## src/rtl/mem_store_unit_pkg.sv

```systemverilog
// -----------------------------------------------------------------------------
// mem_store_unit_pkg
// Shared types for the store path:
//   load_size_e    - access width encoding (reused by loads and stores)
//   store_fault_e  - completion status reported with the store done pulse
//   store_state_e  - store FSM state encoding
// Helper functions translate an access width into its byte-lane mask.
// -----------------------------------------------------------------------------
package mem_store_unit_pkg;

    typedef enum logic [2:0] {
        BYTE      = 3'b000,
        HALF_WORD = 3'b001,
        WORD      = 3'b010
    } load_size_e;

    typedef enum logic [1:0] {
        FLT_NONE     = 2'b00,
        FLT_MISALIGN = 2'b01,
        FLT_SIZE     = 2'b10,
        FLT_TIMEOUT  = 2'b11
    } store_fault_e;

    typedef enum logic [1:0] {
        ST_IDLE  = 2'b00,
        ST_BEAT0 = 2'b01,
        ST_BEAT1 = 2'b10,
        ST_DONE  = 2'b11
    } store_state_e;

    // Byte-lane mask of an access starting at lane 0; unknown encodings give 0.
    function automatic logic [3:0] size_mask(input logic [2:0] size);
        logic [3:0] mask;
        case (size)
            BYTE:      mask = 4'b0001;
            HALF_WORD: mask = 4'b0011;
            WORD:      mask = 4'b1111;
            default:   mask = 4'b0000;
        endcase
        return mask;
    endfunction

    // True for the three legal width encodings.
    function automatic logic size_is_valid(input logic [2:0] size);
        logic ok;
        case (size)
            BYTE, HALF_WORD, WORD: ok = 1'b1;
            default:               ok = 1'b0;
        endcase
        return ok;
    endfunction

endpackage

```

## src/rtl/mem_store_unit_lane_align.sv

```systemverilog
// -----------------------------------------------------------------------------
// store_lane_align
// Combinational lane placement for a store. The data and strobe are shifted
// across a two-word (8-byte) window so that the low half feeds the first bus
// beat and the high half feeds the second beat of a word-crossing store.
// Ports:
//   i_off      - byte offset within the word (address bits [1:0])
//   i_size     - access width (load_size_e encoding)
//   i_data     - right-aligned store data
//   o_wdata    - 64-bit lane-shifted data (low word = beat 0, high = beat 1)
//   o_wstrb    - 8-bit lane-shifted strobe (low nibble = beat 0)
//   o_size_ok  - width encoding is legal
//   o_cross    - access spills into the next word
// -----------------------------------------------------------------------------
module store_lane_align
    import mem_store_unit_pkg::*;
(
    input  logic [1:0]  i_off,
    input  logic [2:0]  i_size,
    input  logic [31:0] i_data,
    output logic [63:0] o_wdata,
    output logic [7:0]  o_wstrb,
    output logic        o_size_ok,
    output logic        o_cross
);

    logic [3:0] w_mask;
    logic [7:0] w_wide_strb;

    // Shift data and strobe by the byte offset across the two-word window.
    always_comb begin
        w_mask      = size_mask(i_size);
        w_wide_strb = {4'b0000, w_mask} << i_off;
        o_wdata     = {32'h0000_0000, i_data} << {i_off, 3'b000};
    end

    assign o_wstrb   = w_wide_strb;
    assign o_size_ok = size_is_valid(i_size);
    // Any strobe in the upper nibble means the access needs a second word.
    assign o_cross   = |w_wide_strb[7:4];

endmodule

```

## src/rtl/mem_store_unit.sv

```systemverilog
// -----------------------------------------------------------------------------
// mem_store_unit
// Accepts one store at a time from the core and writes it to a word-wide bus
// as one beat, or as two beats when the store crosses a word boundary and
// splitting is enabled. Every accepted store retires with a one-cycle done
// pulse carrying a fault code.
//
// Build option: define MISALIGNED_SPLIT_EN to split word-crossing stores into
// two beats; otherwise such stores are rejected with FLT_MISALIGN and no beat.
//
// Ports:
//   clk, rst_n            - clock, asynchronous active-low reset
//   req_valid/req_ready   - store request handshake (ready only when idle)
//   req_addr/data/size    - byte address, right-aligned data, width
//   done, fault           - retire pulse and its status (FLT_NONE when idle)
//   bus_valid/bus_ready   - write beat handshake
//   bus_addr              - word-aligned beat address
//   bus_wdata, bus_wstrb  - lane-shifted data and byte enables
// -----------------------------------------------------------------------------
module mem_store_unit
    import mem_store_unit_pkg::*;
#(
    parameter int unsigned ADDR_W         = 32'd32,
    parameter int unsigned TIMEOUT_CYCLES = 32'd16
) (
    input  logic              clk,
    input  logic              rst_n,
    input  logic              req_valid,
    output logic              req_ready,
    input  logic [ADDR_W-1:0] req_addr,
    input  logic [31:0]       req_data,
    input  logic [2:0]        req_size,
    output logic              done,
    output logic [1:0]        fault,
    output logic              bus_valid,
    input  logic              bus_ready,
    output logic [ADDR_W-1:0] bus_addr,
    output logic [31:0]       bus_wdata,
    output logic [3:0]        bus_wstrb
);

`ifdef MISALIGNED_SPLIT_EN
    localparam logic SPLIT_EN = 1'b1;
`else
    localparam logic SPLIT_EN = 1'b0;
`endif

    // The wait counter never needs to hold more than TIMEOUT_CYCLES-1.
    localparam int unsigned CNT_W   = (TIMEOUT_CYCLES > 32'd1) ? $clog2(TIMEOUT_CYCLES) : 32'd1;
    localparam int unsigned TO_LAST = TIMEOUT_CYCLES - 32'd1;

    store_state_e      r_state;
    logic              r_req_ready;
    logic              r_done;
    store_fault_e      r_fault;
    logic              r_bus_valid;
    logic [ADDR_W-1:0] r_bus_addr;
    logic [31:0]       r_bus_wdata;
    logic [3:0]        r_bus_wstrb;
    logic [31:0]       r_hi_wdata;
    logic [3:0]        r_hi_wstrb;
    logic              r_cross;
    logic [CNT_W-1:0]  r_wait;

    logic [63:0]       w_wdata;
    logic [7:0]        w_wstrb;
    logic              w_size_ok;
    logic              w_cross;
    logic              w_handshake;

    // Alignment is computed from the live request so both beats can be
    // captured in the same cycle the store is accepted.
    store_lane_align u_align (
        .i_off     (req_addr[1:0]),
        .i_size    (req_size),
        .i_data    (req_data),
        .o_wdata   (w_wdata),
        .o_wstrb   (w_wstrb),
        .o_size_ok (w_size_ok),
        .o_cross   (w_cross)
    );

    assign w_handshake = req_valid & r_req_ready;

    // Store FSM: request capture, beat sequencing, per-beat timeout, retire.
    always_ff @(posedge clk or negedge rst_n) begin
        if (!rst_n) begin
            r_state     <= ST_IDLE;
            r_req_ready <= 1'b1;
            r_done      <= 1'b0;
            r_fault     <= FLT_NONE;
            r_bus_valid <= 1'b0;
            r_bus_addr  <= '0;
            r_bus_wdata <= 32'h0000_0000;
            r_bus_wstrb <= 4'b0000;
            r_hi_wdata  <= 32'h0000_0000;
            r_hi_wstrb  <= 4'b0000;
            r_cross     <= 1'b0;
            r_wait      <= '0;
        end else begin
            case (r_state)
                ST_IDLE: begin
                    if (w_handshake) begin
                        r_req_ready <= 1'b0;
                        if (!w_size_ok) begin
                            r_state <= ST_DONE;
                            r_done  <= 1'b1;
                            r_fault <= FLT_SIZE;
                        end else if (!SPLIT_EN && w_cross) begin
                            r_state <= ST_DONE;
                            r_done  <= 1'b1;
                            r_fault <= FLT_MISALIGN;
                        end else begin
                            r_state     <= ST_BEAT0;
                            r_bus_valid <= 1'b1;
                            r_bus_addr  <= {req_addr[ADDR_W-1:2], 2'b00};
                            r_bus_wdata <= w_wdata[31:0];
                            r_bus_wstrb <= w_wstrb[3:0];
                            r_hi_wdata  <= w_wdata[63:32];
                            r_hi_wstrb  <= w_wstrb[7:4];
                            r_cross     <= w_cross;
                            r_wait      <= '0;
                        end
                    end else begin
                        r_req_ready <= 1'b1;
                    end
                end

                ST_BEAT0, ST_BEAT1: begin
                    if (bus_ready) begin
                        r_wait <= '0;
                        // r_cross can only be set when splitting is enabled.
                        if ((r_state == ST_BEAT0) && r_cross) begin
                            r_state     <= ST_BEAT1;
                            r_bus_addr  <= r_bus_addr + ADDR_W'(32'd4);
                            r_bus_wdata <= r_hi_wdata;
                            r_bus_wstrb <= r_hi_wstrb;
                        end else begin
                            r_state     <= ST_DONE;
                            r_done      <= 1'b1;
                            r_fault     <= FLT_NONE;
                            r_bus_valid <= 1'b0;
                            r_bus_addr  <= '0;
                            r_bus_wdata <= 32'h0000_0000;
                            r_bus_wstrb <= 4'b0000;
                        end
                    end else if (r_wait == CNT_W'(TO_LAST)) begin
                        // An earlier accepted beat stays written; only this
                        // beat is abandoned.
                        r_state     <= ST_DONE;
                        r_done      <= 1'b1;
                        r_fault     <= FLT_TIMEOUT;
                        r_bus_valid <= 1'b0;
                        r_bus_addr  <= '0;
                        r_bus_wdata <= 32'h0000_0000;
                        r_bus_wstrb <= 4'b0000;
                        r_wait      <= '0;
                    end else begin
                        r_wait <= r_wait + CNT_W'(1'b1);
                    end
                end

                ST_DONE: begin
                    r_state     <= ST_IDLE;
                    r_done      <= 1'b0;
                    r_fault     <= FLT_NONE;
                    r_req_ready <= 1'b1;
                end

                default: begin
                    r_state     <= ST_IDLE;
                    r_done      <= 1'b0;
                    r_fault     <= FLT_NONE;
                    r_req_ready <= 1'b1;
                    r_bus_valid <= 1'b0;
                end
            endcase
        end
    end

    assign req_ready = r_req_ready;
    assign done      = r_done;
    assign fault     = r_fault;
    assign bus_valid = r_bus_valid;
    assign bus_addr  = r_bus_addr;
    assign bus_wdata = r_bus_wdata;
    assign bus_wstrb = r_bus_wstrb;

endmodule

```

## config.mk

```make
export PLATFORM = sky130hd
export DESIGN_NAME = mem_store_unit
export DESIGN_NICKNAME = d
export VERILOG_FILES = /design/src/rtl/mem_store_unit_pkg.sv /design/src/rtl/mem_store_unit_lane_align.sv /design/src/rtl/mem_store_unit.sv
export SDC_FILE = /design/constraint.sdc
export NUM_CORES = 1
export LEC_CHECK = 0
export CAP_MARGIN = 20
export CORE_MARGIN = 5
export CORE_UTILIZATION = 35
export CTS_BUF_LIST = sky130_fd_sc_hd__clkbuf_8 sky130_fd_sc_hd__clkbuf_16
export DETAILED_ROUTE_END_ITERATION = 12
export PLACE_DENSITY_LB_ADDON = 0.3
export SLEW_MARGIN = 10
export SYNTH_ARGS = -nofsm -noshare
export SYNTH_HDL_FRONTEND = slang
export SYNTH_SLANG_ARGS = --single-unit
```

## constraint.sdc

```tcl
create_clock -name clk -period 1.8 [get_ports clk]
set_input_delay 0.54 -clock clk [delete_from_list [all_inputs] [get_ports clk]]
set_output_delay 0.54 -clock clk [all_outputs]
set_load 0.01 [all_outputs]
```

Word level (Yosys, flattened, before mapping) --
Cells that the tools add are included.
Word-level totals: register bits 79, logic and storage cells 84, output and inout bits 73, input bits 71
Operators by class: bitwise logic cells 1, shifts and indexed selects 2, equal/unequal tests 11, muxes and demuxes 49, reductions and logical operators 11, add/subtract/negate cells 1
Operators with widths (count):
- $mux 32 | 8
- $pmux 32 s2 | 2
- $mux 4 | 10
- $shl 32x5->32 | 1
- $mux 2 | 9
- $pmux 4 s2 | 2
- $mux 1 | 12
- $pmux 2 s3 | 2
- $pmux 4 s3 | 1
- $shl 4x2->8 | 1
- $ne 2x2->1 const B | 3
- $reduce_and 5->1 | 1
- $add 4x1->4 const B | 1
- $eq 2x2->1 const B | 2
- $eq 4x4->1 const B | 1
- $pmux 1 s2 | 2
- $reduce_and 4->1 | 1
- $reduce_bool 2->1 | 2
- $reduce_or 4->1 | 1
- $eq 3x1->1 const B | 1
- $eq 3x2->1 const B | 1
- $logic_not 3->1 | 1
- $ne 3x2->1 const B | 1
- $ne 3x3->1 const B | 1
- 8 further kinds | 8

Depth between registers and ports, before layout --
Gate-level depths: netlist of run 1.
depth in word-level cells 8, mapped depth 9, depth with buffers taken out 6

Hierarchy --
A second synthesis of run 1 with hierarchy kept.
Second synthesis, totals: cell total of the unflattened synthesis 527, area, all modules 4767.1 um^2
By module, submodules not included:
- mem_store_unit | cells an instance 379, sequential area each 1928.1 um^2, times used 1, area each 3781.1 um^2
- store_lane_align | cells an instance 148, sequential area each 0.0 um^2, times used 1, area each 985.9 um^2

Worst setup path after synthesis of run 1 --
Ideal clock, no wire load.
kind input -> register, from input req_size[2], to register r_wait[0], path slack -0.051 ns, stages on the path 5, required time 1.675 ns, buffers on the path 1, data arrival time 1.726 ns, library setup time 0.125 ns, cells stage by stage buf_2 -> nand4b_1 -> or3_1 -> nand2_1 -> mux2_2
On the way: word-level cells in the longest chain between the ends 6, elaborated cells on any way between the ends 11, classes of those cells eq/ne (4); shift (1); mux (2); reduce/logical (4)
RTL lines:
- from (decl) | line mem_store_unit.sv:32 | input logic [2:0] req_size,
- $eq 3x2->1 (tied with other cells) | line mem_store_unit_pkg.sv:34, mem_store_unit_pkg.sv:46
- $pmux 4 s3 | line mem_store_unit_pkg.sv:34 | case (size)
- $shl 4x2->8 | line mem_store_unit_lane_align.sv:33 | w_wide_strb = {4'b0000, w_mask} << i_off;
- $reduce_or 4->1 | line mem_store_unit_lane_align.sv:40 | assign o_cross = |w_wide_strb[7:4];
- $ne 2x2->1 (no source line)
- $reduce_and 4->1 (no source line) *
- to (signal assigned) | line mem_store_unit.sv:159 | r_wait <= r_wait + CNT_W'(1'b1);
- to (decl) | line mem_store_unit.sv:63 | logic [CNT_W-1:0] r_wait;
Mark *: on every way between the ends. The rest lies on a longest branch, timed or not. A chain may end at the register's enable or synchronous reset.

Worst setup path in the final report of run 1 --
from register r_state[0], to register r_bus_wdata[8] (netlist: bus_wdata[8])
On the way: word-level cells in the longest chain between the ends 4, elaborated cells on any way between the ends 11, classes of those cells eq/ne (6); mux (1); reduce/logical (4)
RTL lines:
- from (decl) | line mem_store_unit.sv:52 | store_state_e r_state;
- from (signal assigned) | line mem_store_unit.sv:88 | r_state <= ST_IDLE;
- from (signal assigned) | line mem_store_unit.sv:106 | r_state <= ST_DONE;
- from (signal assigned) | line mem_store_unit.sv:110 | r_state <= ST_DONE;
- $eq 2x1->1 / $eq 2x2->1 (equally long branches) | line mem_store_unit.sv:101, mem_store_unit.sv:133
- $reduce_or 2->1 | line mem_store_unit.sv:101 | case (r_state)
- $ne 3x3->1 (no source line) / $reduce_bool 2->1 (equally long branches)
- $reduce_and 5->1 (no source line)
- to (signal assigned) | line mem_store_unit.sv:117 | r_bus_wdata <= w_wdata[31:0];
- to (signal assigned) | line mem_store_unit.sv:136 | r_bus_wdata <= r_hi_wdata;
- to (decl) | line mem_store_unit.sv:58 | logic [31:0] r_bus_wdata;
Parallel ways exist; a longest one is shown, timed or not.

==> results of run 1 <==
per-layer routing:
| metal | vias to the layer above | track usage [%] |
|---|---|---|
| met4 | 0 | 5.272 |
| met2 | 120 | 28.38 |
| met3 | 10 | 5.435 |
| met5 | - | 0 |
| met1 | 1606 | 22.78 |
| li1 | 1523 | - |
critical path: cells and delay by family (launching register included):
kind	cells	cell delay, ns
DFF	1	0.39
AOI/OAI and AO/OA	2	0.33
buffers and inverters	4	0.54
and+or+nand+nor	2	0.33
adders and majority gates	1	0.14
final cells by class:
class	count	area [um^2]	share of cell area [%]
clock buffer	9	123.9	2.129
clock inverter	7	97.59	1.677
inverter	8	30.03	0.5160
multi-input combinational	195	1580	27.16
sequential	77	1928	33.13
tap	136	170.2	2.924
timing repair buffer	198	1889	32.47
state kept, by name (all words and copies together) (netlist names):
register,count
bus_wdata,32
bus_addr,30
bus_wstrb,4
r_wait,4
fault,2
r_state,2
bus_valid,1
done,1
req_ready,1
timing repair:
item                       in CTS  in global routing
cloned                          2                  2
setup endpoints to repair     140                 79
pin swaps                       5                 28
buffers inserted                8                  5
gates resized for setup        82                 16
layout by cell type, fill, tap and decap left out, types with 3 or more instances in the layout:
cell type / synthesis / final
dfrtp_1: 76 / 76
dlygate4sd2_1: 0 / 70
clkdlybuf4s50_1: 0 / 64
a22o_1: 63 / 63
buf_4: 8 / 46
o21ai_0: 20 / 20
mux2i_1: 19 / 19
nand2_1: 21 / 19
clkbuf_8: 0 / 9
mux2_2: 9 / 8
nor3_1: 7 / 7
inv_1: 8 / 7
buf_12: 0 / 6
nor2_1: 4 / 4
a21oi_1: 5 / 4
dlymetal6s2s_1: 0 / 4
a21o_1: 3 / 3
nand2b_1: 3 / 3
a32o_1: 3 / 3
ha_1: 4 / 3
inv_6: 0 / 3
through the flow:
| step | power (W) | std cells | hold slack [ns] |
|---|---|---|---|
| 2_1_floorplan | 0.003576 | 307 | 0.2444 |
| 3_3_place_gp | 0.004767 | 600 | 0.4589 |
| 3_5_place_dp | 0.004824 | 600 | 0.4670 |
| 4_1_cts | 0.006709 | 625 | 0.09927 |
| 5_1_grt | 0.007411 | 630 | 0.09568 |
| 6_report | 0.006995 | 630 | 0.09998 |
power groups by stage:
stage | logic, W | clock network, W | registers [W]
2_1_floorplan | 0.00136 | 0 | 0.00221
3_3_place_gp | 0.00263 | 0 | 0.00214
3_5_place_dp | 0.00269 | 0 | 0.00214
4_1_cts | 0.00309 | 0.00152 | 0.00210
5_1_grt | 0.00367 | 0.00161 | 0.00214
6_report | 0.00342 | 0.00147 | 0.00210
cells by family after synthesis:
| group | synth area share [%] |
|---|---|
| AOI/OAI and AO/OA | 23.95 |
| buffers and inverters | 5.218 |
| other | 0.1036 |
| adders and majority gates | 1.382 |
| muxes | 8.051 |
| and+or+nand+nor | 8.051 |
| DFF | 53.25 |
worst max-delay path by stage:
stage	startpoint	end	slack, ns
final	r_state[0]	bus_wdata[8]	-0.06
after global routing	r_state[1]	bus_wdata[10]	-0.16
after CTS	r_state[1]	bus_wstrb[2]	-0.04
after detailed placement	req_addr[1]	fault[1]	-0.50
after global placement	req_addr[1]	fault[1]	-0.45
after floorplan	r_state[1]	r_wait[0]	-0.03
==> results_dict.tcl, run 1 <==
set metrics [dict create \
    synth_top_area_share_pct 52.52 \
    vias 3259 \
    internal_power_w 0.004568 \
    critPathKind "flop to flop" \
    cts.clk_slew.worst_paths_ns 0.08 \
    switching_share_pct 34.69 \
    num_rows 37 \
    synth.area.top_cells "dfrtp_1 (53%), a22o_1 (15%), mux2i_1 (5.3%)" \
    track_usage_pct 17.59 \
    cp-start-kind "flop" \
    final_net_count 564 \
    ir_drop_mv 0.9679 \
    rsz0062_at_grt "true" \
    grt-ovfl-total 0 \
    pwr-share-seq_pct 30.1 \
    cts_tree "done" \
    drv_slew 0 \
    reg2reg_to "bus_wdata[8]" \
    cp_data_arrival_time_ns 2.09 \
    cp_slowest_cell "dfrtp_1" \
    root_buffer "clkbuf_8" \
    design_area_um2 5819 \
    r2r_cells 9 \
    cts_max_path_buffers 2 \
    postLayoutCoreUtil_pct 57.14 \
    synth_edf_count 0 \
    synth.ff_latch_count 77 \
    area_delta_synth_final_pct 60.71 \
    hp-class "primary input to asynchronous set/reset pin" \
    r2r-start "r_state[0]" \
    path_cells "inv_2 > ha_4 > nand4b_1 > buf_4 > nor3_4 > o21ai_4 > buf_6 > buf_12 > a22o_1" \
    fill_cells 886 \
    max_stage_delay_ns 0.39 \
    viasPerCell 5.173 \
    route.met3.wl_um 816 \
    grt_pass1_vias 3330 \
    fin_skew_ns 0.007537 \
    r2r_setup_slack_ns -0.06 \
    coreArea_um2 10180 \
    yosys.area.top_type "dfrtp_1" \
    wl_met1_um 4759 \
    ios 144 \
    finalSetupTns_ns -1.415 \
    p_leak_nw 3.047 \
    maxCapViolCount 0 \
    layout-drive-gt1-share_pct 20.65 \
    die_h_um 111.7 \
    portBuffers 141 \
    dp_hpwl_um 8219 \
    met2_length_um 5770 \
    clock_latency_ns 0.35 \
    yosysMostFrequentCell "dfrtp_1" \
    synth_area_um2 3621 \
    grt_max_degree 42 \
    die_w_um 111.7 \
    antennaDiodeCount 0 \
    start_util_pct 35.55 \
    cts_made_buffers 9 \
    grt_first_pass_wirelength_um 17710 \
    hold_viol_final 0 \
    clock_sinks 77 \
    power_switching_w 0.002427 \
    synthTopCellsByCount "dfrtp_1 (76), a22o_1 (63), nand2_1 (21)" \
    cp_max_fo 17 \
    synth_seq_area_share_pct 53.25 \
    placed_area_um2 5445 \
    period_share_pct 103.1 \
    routedWlPerCell_um 18.28 \
    ys_types 47 \
    dr.pass1.iters 4 \
    drc 0 \
    pre_cts_ws_ns -0.5011 \
    postCtsHoldBufs 0 \
    max_freq_ghz 0.5391 \
    drt_iter0_drc 199 \
    drt_wl_total_um 11520 \
    syn_avg_cell_area_um2 11.83 \
    violations "setup timing" \
    status "finished, violations left" \
    top_layer "met4" \
    ys_dominant_reg_cell "dfrtp_1" \
    power_density_nw_per_um2 1202 \
    yosys_warnings 0 \
    drtAntennaViolNets 0 \
    async_reset_ff_share_pct 100.0 \
    cts.htree.levels 3 \
    place_congestion 0.8392 \
    worst_setup_path_end_kind "flop" \
    worst_slack_ns -0.05507 \
    power.share.combinational_pct 48.8 \
    period_minus_slack_ns 1.855 \
    worstPathRequired_ns 2.04 \
    syn_inst 306 \
    pwr-share-clk_pct 21.1 \
    antenna_found_initial 0 \
    setup_viol 60 \
    die_area_um2 12480 \
]
Power figures use the tool's default switching activity.
==> inputs of run 2 (changes only) <==
Settings changed: GPL_TIMING_DRIVEN set to 0, TNS_END_PERCENT set to 1.
==> run 2 against run 1 <==
The flow still finishes with violations (setup timing); register-to-register slack worse by 0.03 ns; via count decreased by 2.2%; largest cell class unchanged; sequential power barely moved; critical path type unchanged; critical path depth decreased by 1; first-iteration DRC count decreased by 29%; sequential share of layout area grew 1.3 points; power fell by 13%; non-clock buffer count decreased by 19; worst hold slack worse by 0.021 ns; critical endpoint is now bus_addr[19].
==> results_dict.tcl, run 2 (synthesis results as in run 1) <==
set metrics [dict create \
    status "finished, violations left" \
    violations "setup timing" \
    hp-class "primary input to asynchronous set/reset pin" \
    worst_slew_pin_slew_ns 0.5722 \
    routedWlPerCell_um 18.61 \
    r2r-start "r_state[1]" \
    setup_viol 62 \
    coreArea_um2 10180 \
    rsz0062_at_grt "true" \
    grt-ovfl-total 0 \
    cp_data_arrival_time_ns 2.11 \
    die_area_um2 12480 \
    ir_drop_mv 0.7930 \
    period_minus_slack_ns 1.882 \
    drt_iter0_drc 142 \
    design_area_um2 5603 \
    layout_common_cells "dfrtp_1 (76), clkdlybuf4s50_1 (65), a22o_1 (63)" \
    grt_max_degree 57 \
    vias 3186 \
    finalSetupTns_ns -3.256 \
    reg2reg_to "bus_addr[19]" \
    worst_slack_ns -0.08170 \
    dp_hpwl_um 8194 \
    max_freq_ghz 0.5314 \
    area_delta_synth_final_pct 54.73 \
    cp_slowest_cell "dfrtp_1" \
    finalPower_w 0.006114 \
    fin_skew_ns 0.01089 \
    worstPathRequired_ns 2.03 \
    period_share_pct 104.5 \
    grt_first_pass_wirelength_um 17670 \
    cts.htree.levels 3 \
    final_net_count 545 \
    max_stage_delay_ns 0.40 \
    r2r_cells 8 \
    cp-start-kind "flop" \
    cp_max_fo 10 \
    hold_viol_final 0 \
    die_w_um 111.7 \
    crit_path_frequent_cell "buf_6" \
    critical_path_buf_inv_count 3 \
    maxCapViolCount 0 \
    largest_reg_flops 32 \
    postCtsHoldBufs 0 \
    clock_latency_ns 0.35 \
    worst_setup_path_end_kind "flop" \
    power_density_nw_per_um2 1091 \
    clock_sinks 77 \
    pre_cts_ws_ns -0.7652 \
    dr.pass1.iters 4 \
    drc 0 \
    path_cells "inv_2 > ha_4 > nand4b_1 > nor3_2 > o21ai_4 > buf_6 > buf_6 > a22o_1" \
    die_h_um 111.7 \
    drt_wl_total_um 11370 \
    cts_tree "done" \
    critPathKind "flop to flop" \
    start_util_pct 35.55 \
    num_rows 37 \
    antennaDiodeCount 0 \
    root_buffer "clkbuf_8" \
    grt_pass1_vias 3279 \
    r2r_setup_slack_ns -0.08 \
    drv_slew 0 \
    layout-drive-gt1-share_pct 17.89 \
    drtAntennaViolNets 0 \
    cts_made_buffers 9 \
    maxSlewHeadroom_pct 61.85 \
    ios 144 \
    placed_area_um2 5210 \
    p_leak_nw 3.122 \
    cts_max_path_buffers 2 \
    antenna_found_initial 0 \
    track_usage_pct 17.61 \
    path_delay_family "simple AND/OR/NAND/NOR gates" \
    cts.clk_slew.worst_paths_ns 0.09 \
    final_common_cell "dfrtp_1" \
    portBuffers 137 \
    viasPerCell 5.214 \
    place_congestion 0.8459 \
]
==> run 2: metal layers <==
layer	global-route usage [%]	up-vias	part of all wire (%)
li1	-	1477	-
met4	5.839	0	2.3
met5	0	-	0
met2	29.58	128	49
met1	23.00	1560	42
met3	3.152	21	6.3
==> run 2: worst register-to-register path, stage by stage (launching register included) <==
cell	delay, ns
dfrtp_1	0.40
inv_2	0.10
ha_4	0.15
nand4b_1	0.23
nor3_2	0.29
o21ai_4	0.13
buf_6	0.15
buf_6	0.14
a22o_1	0.18
==> run 2: worst max path at each step <==
stage / start / to / slack (ns) / depth (start not counted)
floorplan: r_state[1] / r_wait[0] / -0.03 / 7
global placement: rst_n / bus_addr[10] / -2.54 / 1
detailed placement: req_size[0] / bus_wdata[4] / -0.77 / 6
CTS: r_state[0] / bus_addr[24] / -0.11 / 9
global route: r_state[0] / bus_addr[24] / -0.16 / 8
finish: r_state[1] / bus_addr[19] / -0.08 / 8
==> run 2: area by class of cell <==
class | instances | area, um^2
sequential | 77 | 1928
multi-input combinational | 195 | 1597
tap | 136 | 170.2
buffer | 26 | 186.4
fill | 911 | 4582
clock buffer | 9 | 123.9
inverter | 8 | 30.03
clock inverter | 7 | 56.30
timing repair buffer | 153 | 1511
==> run 2: what timing repair did <==
action	CTS	global route
gates cloned	1	0
gates resized for setup	62	44
buffers inserted	8	7
pin swaps	11	10
endpoints found under the setup margin	121	98
==> run 2: where the power goes <==
group          internal [W]  switching [W]  leakage [nW]
logic               0.00132        0.00148          1.99
clock network      0.000515       0.000704        0.0789
registers           0.00196       0.000136          1.06
total               0.00379        0.00232          3.12
==> run 2: stage by stage <==
stage,hold slack [ns],utilization [%],cells
detailed placement,0.4620,51.15,581
floorplan,0.2444,-,307
global placement,0.4592,50.91,580
finish,0.07906,55.01,611
global route,0.08796,55.01,611
CTS,0.07874,53.27,606
==> inputs of run 3 (changes only) <==
==> constraint.sdc (replaced) <==
create_clock -name clk -period 1.8 [get_ports clk]
set_input_delay 0.36 -clock clk [delete_from_list [all_inputs] [get_ports clk]]
set_output_delay 0.36 -clock clk [all_outputs]
set_load 0.01 [all_outputs]
==> run 3 against run 2 <==
Critical endpoint is now bus_wdata[24]; core utilization up 0.25 points; count of clock-buffer cells in the layout up 1; final cell count up 0.33%; die area unchanged; critical path depth unchanged; the flow still finishes with violations (setup timing); flip-flop and latch count unchanged; via count about the same; largest cell class unchanged; worst hold slack better by 0.35 ns; wire length down 1.0%; critical path type unchanged.
==> results_dict.tcl, run 3 (synthesis results as in run 1) <==
set metrics [dict create \
    status "finished, violations left" \
    violations "setup timing" \
    die_w_um 111.7 \
    root_buffer "clkbuf_8" \
    hold_viol_final 0 \
    die_area_um2 12480 \
    ir_drop_mv 0.8908 \
    rsz0062_at_grt "true" \
    layout_common_cells "clkdlybuf4s50_1 (135), dfrtp_1 (76), a22o_1 (63)" \
    use_met1_pct 22.94 \
    worstPathRequired_ns 2.03 \
    drv_slew 0 \
    antennaDiodeCount 0 \
    grt_max_degree 60 \
    hp-class "primary input to asynchronous set/reset pin" \
    cts.htree.levels 3 \
    cp-start-kind "flop" \
    period_share_pct 102.0 \
    grt-ovfl-total 0 \
    busiest_layer "met2" \
    cts_max_path_buffers 2 \
    gr-usage-met2_pct 29.26 \
    grt.met3_usage_pct 4.565 \
    drt_iter0_drc 148 \
    worst_slew_pin_slew_ns 0.5179 \
    start_util_pct 35.55 \
    period_minus_slack_ns 1.836 \
    maxSlewHeadroom_pct 64.93 \
    grt_pass1_vias 3371 \
    portBuffers 137 \
    dp_hpwl_um 8162 \
    vias 3189 \
    drc 0 \
    coreArea_um2 10180 \
    cp_max_fo 6 \
    max_freq_ghz 0.5448 \
    drtAntennaViolNets 0 \
    dr.pass1.iters 4 \
    finalPower_w 0.006396 \
    layout-drive-gt1-share_pct 17.40 \
    setup_viol 20 \
    worst_slack_ns -0.03556 \
    drt_wl_total_um 11250 \
    track_usage_pct 17.51 \
    routedWlPerCell_um 18.36 \
    num_rows 37 \
    p_leak_nw 2.528 \
    worst_setup_path_end_kind "flop" \
    viasPerCell 5.202 \
    grt_first_pass_wirelength_um 17610 \
    power_density_nw_per_um2 1137 \
    final_common_cell "clkdlybuf4s50_1" \
    cts_made_buffers 9 \
    clock_sinks 77 \
    critPathKind "flop to flop" \
    maxCapViolCount 0 \
    final_net_count 548 \
    largest_reg_flops 32 \
    final-instance-count-excl-fill 613 \
    cts.clk_slew.worst_paths_ns 0.09 \
    antenna_found_initial 0 \
    die_h_um 111.7 \
    clock_latency_ns 0.34 \
    dp_cells 581 \
    pre_cts_ws_ns -0.5536 \
    cp_data_arrival_time_ns 2.06 \
    cts_tree "done" \
    place_congestion 0.8669 \
    fin_skew_ns 0.009438 \
    ios 144 \
    area_delta_synth_final_pct 55.43 \
]
==> run 3: changes by cell type in the layout (fill, tap and decap cells not counted), sizes merged, moves of 2 or more <==
| cell | before | now |
|---|---|---|
| dlymetal6s2s | 23 | 0 |
| inv | 11 | 9 |
| bufinv | 0 | 2 |
| clkinvlp | 4 | 2 |
| clkbuf | 16 | 18 |
| clkdlybuf4s50 | 65 | 135 |
| dlygate4sd2 | 48 | 1 |
==> run 3: routing by layer <==
metal	vias up	routed length [um]
met3	12	618
met5	-	0
met1	1583	5024
met2	106	5445
li1	1488	-
met4	0	165
==> run 3: area by class of cell <==
cell class	count	area [um^2]
Buffer	26	180.2
Clock buffer	10	137.6
Clock inverter	5	83.83
Fill cell	904	4557
Inverter	8	30.03
Multi-Input combinational cell	195	1553
Sequential cell	77	1928
Tap cell	136	170.2
Timing Repair Buffer	156	1545
==> run 3: final timing paths <==
kind	startpoint	end	slack, ns	cells after the start
setup / recovery	r_state[1]	bus_wdata[24]	-0.04	8
hold / removal	rst_n	bus_wdata[12]	0.43	2
setup reg to reg	r_state[1]	bus_wdata[24]	-0.04	8
hold reg to reg	bus_valid	bus_valid	0.48	1
max in group asynchronous	rst_n	bus_wdata[2]	0.77	3
min in group clk	req_addr[1]	bus_wstrb[1]	0.46	3
==> run 3: critical path, stage by stage, from the launching register on <==
cell,delay (ns)
dfrtp_1,0.40
inv_2,0.08
ha_4,0.15
nand4b_1,0.21
o21ai_2,0.25
o21ai_2,0.13
buf_6,0.16
buf_12,0.13
a22o_1,0.22
==> run 3: where the power goes <==
group | switching [W] | internal [W] | total, W
registers | 0.000140 | 0.00196 | 0.00210
logic | 0.00144 | 0.00140 | 0.00283
clock network | 0.000644 | 0.000817 | 0.00146
total | 0.00222 | 0.00418 | 0.00640
==> run 3: what timing repair did <==
item,4_1_cts,5_1_grt
endpoints found under the setup margin,73,70
pin swaps,11,2
hold buffers,1,0
endpoints found under the hold margin,17,0
resized for setup,15,8
buffers inserted,14,3
==> run 3: stage by stage <==
stage | cell area (um^2) | TNS [ns] | util (%) | hold WS, ns
finish | 5628 | -0.1574 | 55.26 | 0.4318
global route | 5628 | -2.994 | 55.26 | 0.4552
CTS | 5584 | -0.1830 | 54.83 | 0.4272
detailed placement | 5215 | -30.85 | 51.20 | 0.2654
global placement | 5190 | -212.63 | 50.96 | 0.4608
floorplan | 3649 | 0 | - | 0.06441
